**src/rtl/parafuzz_pkg.sv**
```systemverilog
// parafuzz_pkg: shared types and default secret window for the taint sink monitor.
package parafuzz_pkg;
    typedef enum logic [1:0] {IDLE = 2'd0, BURST = 2'd1, WAIT_AW = 2'd2} state_t;
    typedef struct packed {
        logic [3:0]  id;
        logic [31:0] addr;
        logic [7:0]  len;
    } aw_entry_t;
    localparam logic [31:0] DEFAULT_SECRET_BASE  = 32'h80004000;
    localparam logic [31:0] DEFAULT_SECRET_LIMIT = 32'h80005000;
    localparam int AW_ENTRY_W = $bits(aw_entry_t);
endpackage

```
**src/rtl/taint_sink_aw_fifo.sv**
```systemverilog
// taint_sink_aw_fifo: power-of-two FIFO; a push into a full FIFO succeeds when a pop happens in the same cycle.
module taint_sink_aw_fifo #(
    parameter int DEPTH = 4,
    parameter int WIDTH = 44
) (
    input  logic             clock,
    input  logic             reset,
    input  logic             push,
    input  logic [WIDTH-1:0] push_data,
    input  logic             pop,
    output logic [WIDTH-1:0] head,
    output logic             full,
    output logic             empty
);
    localparam int PW = $clog2(DEPTH);
    logic [WIDTH-1:0] mem [DEPTH];
    logic [PW-1:0] wr_ptr, rd_ptr;
    logic [PW:0] count;
    logic do_push, do_pop;
    assign empty   = count == '0;
    assign full    = count == (PW+1)'(DEPTH);
    assign do_pop  = pop && !empty;
    assign do_push = push && (!full || do_pop);
    assign head    = mem[rd_ptr];
    always_ff @(posedge clock or posedge reset) begin
        if (reset) begin
            wr_ptr <= '0;
            rd_ptr <= '0;
            count  <= '0;
        end else begin
            if (do_push) wr_ptr <= wr_ptr + 1'b1;
            if (do_pop) rd_ptr <= rd_ptr + 1'b1;
            count <= count + (PW+1)'(do_push) - (PW+1)'(do_pop);
        end
    end
    always_ff @(posedge clock) begin
        if (do_push) mem[wr_ptr] <= push_data;
    end
endmodule

```
**src/rtl/taint_sink.sv**
```systemverilog
// taint_sink: passive AXI4 write monitor flagging tainted bursts written outside the secret window.
module taint_sink
    import parafuzz_pkg::*;
#(
    parameter int          AW_DEPTH     = 4,
    parameter logic [31:0] SECRET_BASE  = DEFAULT_SECRET_BASE,
    parameter logic [31:0] SECRET_LIMIT = DEFAULT_SECRET_LIMIT
) (
    input  logic        clock,
    input  logic        reset,
    input  logic        mem_axi4_0_aw_ready,
    input  logic        mem_axi4_0_aw_valid,
    input  logic [3:0]  mem_axi4_0_aw_bits_id,
    input  logic [31:0] mem_axi4_0_aw_bits_addr,
    input  logic [7:0]  mem_axi4_0_aw_bits_len,
    input  logic        mem_axi4_0_w_ready,
    input  logic        mem_axi4_0_w_valid,
    input  logic        mem_axi4_0_w_bits_last,
    input  logic [63:0] mem_axi4_0_w_bits_data_taint_0,
    output logic        leak_valid,
    output logic [31:0] leak_addr,
    output logic [3:0]  leak_id,
    output logic [31:0] leak_count,
    output logic        proto_err
);
    state_t state, state_nxt;
    aw_entry_t aw_in, head, res_entry;
    logic aw_fire, w_fire, w_last_fire, w_taint;
    logic push, pop, full, empty, resolve, hold, drop_last, overflow, leak_now, len_err;
    logic [8:0] beat_cnt, wait_cnt, done_cnt, res_cnt;
    logic taint_or, wait_taint, done_taint, res_taint;
    assign aw_fire     = mem_axi4_0_aw_valid && mem_axi4_0_aw_ready;
    assign w_fire      = mem_axi4_0_w_valid && mem_axi4_0_w_ready;
    assign w_last_fire = w_fire && mem_axi4_0_w_bits_last;
    assign w_taint     = |mem_axi4_0_w_bits_data_taint_0;
    assign aw_in       = '{id: mem_axi4_0_aw_bits_id, addr: mem_axi4_0_aw_bits_addr, len: mem_axi4_0_aw_bits_len};
    assign done_cnt    = beat_cnt + 9'd1;
    assign done_taint  = taint_or | w_taint;
    taint_sink_aw_fifo #(.DEPTH(AW_DEPTH), .WIDTH(AW_ENTRY_W)) u_fifo (
        .clock     (clock),
        .reset     (reset),
        .push      (push),
        .push_data (aw_in),
        .pop       (pop),
        .head      (head),
        .full      (full),
        .empty     (empty)
    );
    always_comb begin
        state_nxt = state;
        resolve   = 1'b0;
        hold      = 1'b0;
        drop_last = 1'b0;
        pop       = 1'b0;
        push      = aw_fire;
        res_cnt   = done_cnt;
        res_taint = done_taint;
        res_entry = head;
        if (state == WAIT_AW) begin
            drop_last = w_last_fire;
            // An AW arriving with the FIFO empty pairs with the held burst directly.
            if (!empty || aw_fire) begin
                resolve   = 1'b1;
                res_cnt   = wait_cnt;
                res_taint = wait_taint;
                res_entry = empty ? aw_in : head;
                pop       = !empty;
                push      = aw_fire && !empty;
                state_nxt = ((w_fire && !mem_axi4_0_w_bits_last) || (beat_cnt != '0 && !w_last_fire)) ? BURST : IDLE;
            end
        end else if (w_last_fire) begin
            resolve   = !empty;
            pop       = !empty;
            hold      = empty;
            state_nxt = empty ? WAIT_AW : IDLE;
        end else if (w_fire) begin
            state_nxt = BURST;
        end
    end
    assign overflow = push && full && !pop;
    assign len_err  = resolve && (res_cnt != ({1'b0, res_entry.len} + 9'd1));
    assign leak_now = resolve && res_taint && (res_entry.addr < SECRET_BASE || res_entry.addr >= SECRET_LIMIT);
    always_ff @(posedge clock or posedge reset) begin
        if (reset) begin
            state      <= IDLE;
            beat_cnt   <= '0;
            taint_or   <= 1'b0;
            wait_cnt   <= '0;
            wait_taint <= 1'b0;
            leak_valid <= 1'b0;
            leak_addr  <= '0;
            leak_id    <= '0;
            leak_count <= '0;
            proto_err  <= 1'b0;
        end else begin
            state <= state_nxt;
            if (w_last_fire) begin
                beat_cnt <= '0;
                taint_or <= 1'b0;
            end else if (w_fire) begin
                beat_cnt <= beat_cnt + 9'd1;
                taint_or <= taint_or | w_taint;
            end
            if (hold) begin
                wait_cnt   <= done_cnt;
                wait_taint <= done_taint;
            end
            leak_valid <= leak_now;
            if (leak_now) begin
                leak_addr <= res_entry.addr;
                leak_id   <= res_entry.id;
                if (leak_count != '1) leak_count <= leak_count + 32'd1;
            end
            if (overflow || drop_last || len_err) proto_err <= 1'b1;
        end
    end
endmodule

```
**config.mk**
```make
export PLATFORM = sky130hd
export DESIGN_NAME = taint_sink
export DESIGN_NICKNAME = d
export VERILOG_FILES = /design/src/rtl/parafuzz_pkg.sv /design/src/rtl/taint_sink_aw_fifo.sv /design/src/rtl/taint_sink.sv
export SDC_FILE = /design/constraint.sdc
export NUM_CORES = 1
export LEC_CHECK = 0
export CORE_ASPECT_RATIO = 1.1
export CORE_MARGIN = 8
export CORE_UTILIZATION = 35
export DETAILED_ROUTE_END_ITERATION = 10
export PLACE_DENSITY = 0.64
export RECOVER_POWER = 100
export SETUP_SLACK_MARGIN = 0.1
export SYNTH_ARGS = -nofsm -noshare
export SYNTH_HDL_FRONTEND = slang
export SYNTH_SLANG_ARGS = --single-unit
```
**constraint.sdc**
```tcl
create_clock -name clock -period 3.5 [get_ports clock]
set_input_delay 0.525 -clock clock [delete_from_list [all_inputs] [get_ports clock]]
set_output_delay 0.525 -clock clock [all_outputs]
set_load 0.005 [all_outputs]
```
==> results.json <==
{
  "pre_cts_ws_ns": 0.159,
  "ys_ff_latch": 275,
  "power_w": 0.0102,
  "clkSinkCount": 275,
  "cp_max_fo": 7,
  "required_ns": 3.91,
  "crit_arrival_ns": 3.62,
  "final_common_cell": "edfxtp_1",
  "violations": "max-capacitance violations, max-slew violations",
  "routed-wl-met2_um": 14200,
  "cp_slowest_stage_delay_ns": 0.53,
  "finClkSkew_ns": 0.0257,
  "drv_slew": 45,
  "antenna_found_initial": 5,
  "first_global_vias": 7762,
  "fin_nets": 1151,
  "cts_tree": "built",
  "drcViolationCount": 0,
  "reg2reg_slack_ns": 0.29,
  "synth_nets": 930,
  "cts_buffers": 29,
  "yosys.area_share.simple": 0.101,
  "synth_cell_types": 58,
  "synthAdderAreaFrac": 0.0122,
  "yosysTopAreaCell": "edfxtp_1",
  "cp_common_cell": "buf_4",
  "grt_usage": 0.137,
  "coreArea_um2": 33400,
  "detailed_place_hpwl_um": 19900,
  "wl_per_cell_um": 18.8,
  "grt_max_degree": 57,
  "mostFrequentLayoutCells": "edfxtp_1 (176), dlygate4sd3_1 (117), dfrtp_1 (98)",
  "drtIter0Drc": 427,
  "maxCapViolations": 1,
  "path_clk_slew_ns": 0.06,
  "areaGrowthSynthToFinish_pct": 28.7,
  "wl_met1_um": 11900,
  "synth_top_cell_area_share": 0.445,
  "leakage_nw": 5.98,
  "fmax_mhz": 312,
  "placement_rows": 70,
  "drive_above_1_share": 0.125,
  "die_height_um": 209,
  "clock_latency_ns": 0.55,
  "critPathCaptureType": "flip-flop",
  "avgSynthCellArea_um2": 14.8,
  "setup_ws_ns": 0.291,
  "syn_area_um2": 11900,
  "rsz0062_at_grt": "false",
  "pin_count": 185,
  "stdcell_count": 1482,
  "start_util": 0.356,
  "min_period_over_period": 0.917,
  "hold_class": "flip-flop to flip-flop",
  "tightest_slew_ns": 2.24,
  "fin_setup_tns_ns": 0,
  "yosysSeqAreaShare": 0.654,
  "first_pass_iters": 4,
  "gp_congestion": 0.772,
  "status": "finished, violations left",
  "cts_root_buffer": "clkbuf_16",
  "cts_max_level": 1,
  "postSynthCellCount": 804,
  "async_flop_share": 0.360,
  "postCtsHoldBufs": 0,
  "crit_path_top_delay_cell": "or4_1",
  "postRouteWirelength_um": 27900,
  "viasPerCell": 4.98,
  "top_layer": "met5",
  "io_buffers": 184,
  "synth-compound-area-share": 0.0488,
  "antenna_left": 0,
  "wl_met3_um": 1340,
  "synth_edf_count": 176,
  "synthMuxAreaShare": 0.127,
  "grt_pass1_wl_um": 43700,
  "critPathBufInv": 3,
  "peakVddDrop_uv": 443,
  "die-area_um2": 40100,
  "max_slew_margin": -0.499,
  "grt_overflow_total": 0,
  "ys_warn_count": 0,
  "synth_xor_area_frac": 0.0384,
  "vias": 7385,
  "place_inst": 1425,
  "cpLargestDelayFamily": "simple AND/OR/NAND/NOR gates",
  "die_x_um": 192,
  "crit_path_start_kind": "flip-flop",
  "critPathKind": "flip-flop to flip-flop",
  "crit_chain": "buf_4 > buf_4 > mux4_2 > or4_1 > or3_1 > o211ai_4 > buf_4 > nor2_1 > and4_2 > xor2_1",
  "power_density_nw_per_um2": 666,
  "post-route-min-period_ns": 3.21,
  "clockBufferDepth": 3,
  "synth_top_family_by_area": "multiplexers",
  "synth_area_leaders": "edfxtp_1 (45%), dfrtp_1 (21%), mux4_2 (6.5%)",
  "setup_viol_count_final": 0,
  "hold_violations": 0,
  "fillCellCount": 3034,
  "synth_ff_type": "edfxtp_1"
}
## power breakdown
part	switching (W)	total (W)	internal [W]
clock network	0.00123	0.00305	0.00182
registers	0.000331	0.00438	0.00405
logic	0.00130	0.00274	0.00144
## worst paths after layout
check | startpoint | end | depth (start not counted)
worst max-delay path | u_fifo.rd_ptr[0]$_DFFE_PP0P_ | leak_count[26]$_DFFE_PP0P_ | 10
worst min-delay path | leak_addr[16]$_DFFE_PP0P_ | leak_addr[16]$_DFFE_PP0P_ | 2
worst max register to register | u_fifo.rd_ptr[0]$_DFFE_PP0P_ | leak_count[26]$_DFFE_PP0P_ | 10
worst min register to register | leak_addr[16]$_DFFE_PP0P_ | leak_addr[16]$_DFFE_PP0P_ | 2
max in group asynchronous | reset | leak_addr[27]$_DFFE_PP0P_ | 3
min in group asynchronous | reset | leak_addr[7]$_DFFE_PP0P_ | 2
## stage by stage
step	utilization	hold WS (ns)	cell area, um^2
after global routing	0.458	0.494	15300
after global placement	0.432	0.464	14400
final	0.458	0.472	15300
after detailed placement	0.432	0.470	14400
after floorplan	-	0.473	11900
after CTS	0.461	0.453	15400
## worst register-to-register path, cell delays in order (launching register included)
cell and delay [ns]:
dfrtp_1 0.44, buf_4 0.23, buf_4 0.17, mux4_2 0.50, or4_1 0.53, or3_1 0.38
o211ai_4 0.17, buf_4 0.20, nor2_1 0.09, and4_2 0.24, xor2_1 0.13
## Yosys cell counts (2+ instances only)
cell type / count
or3_1: 2
or2_2: 3
a31oi_1: 4
buf_2: 8
nand4_1: 13
nand4b_1: 2
buf_4: 2
and4_1: 3
and3_1: 15
mux2_2: 5
nor2b_1: 2
nand2b_1: 4
ha_1: 10
mux4_1: 10
inv_1: 14
nor3_1: 15
or3_4: 2
nor4_1: 24
buf_6: 5
nand2_1: 84
edfxtp_1: 176
xor2_1: 13
dfrtp_1: 99
a21o_1: 3
nor2_1: 27
nand3b_1: 2
clkbuf_1: 14
buf_1: 3
o31ai_1: 3
a21oi_1: 22
mux4_2: 34
o21ai_0: 48
or4_1: 5
nand3_1: 18
xnor2_1: 39
a22oi_1: 2
mux2i_1: 42
and2_1: 7
## kinds of logic after synthesis
kind of cell | Yosys count
AO/OA/AOI/OAI | 95
adder cells (fa/ha/maj) | 11
flip-flops | 275
buffers and inverters | 46
multiplexers | 91
AND/OR/NAND/NOR | 234
XOR/XNOR | 52
## sequential cells by signal, indices dropped and copies added, names as in the netlist
name	cells
leak_id	4
u_fifo.wr_ptr	2
taint_or	1
beat_cnt	9
proto_err	1
state	2
leak_addr	32
u_fifo.mem	176
wait_taint	1
wait_cnt	9
leak_valid	1
u_fifo.count	3
leak_count	32
u_fifo.rd_ptr	2
## timing repair
action | 4_1_cts | 5_1_grt
resized for setup | 0 | 0
setup endpoints to repair | 0 | 5
buffers inserted | 0 | 1
## routing by layer
layer / track usage / up-vias
met5: 0 / -
met4: 0.0258 / 2
met3: 0.0237 / 39
met2: 0.242 / 161
met1: 0.174 / 3662
li1: - / 3521
## final cells by class
class / count / area [um^2] / area share
diodes: 2 / 5.00 / 0.000328
clock buffers: 37 / 796 / 0.0521
clock inverters: 17 / 165 / 0.0108
inverters: 14 / 53.8 / 0.00352
multi-input cells: 483 / 3860 / 0.253
flip-flops and latches: 275 / 7760 / 0.508
well taps: 432 / 541 / 0.0354
repair buffers: 222 / 2090 / 0.137
Power figures use the tool's default switching activity.
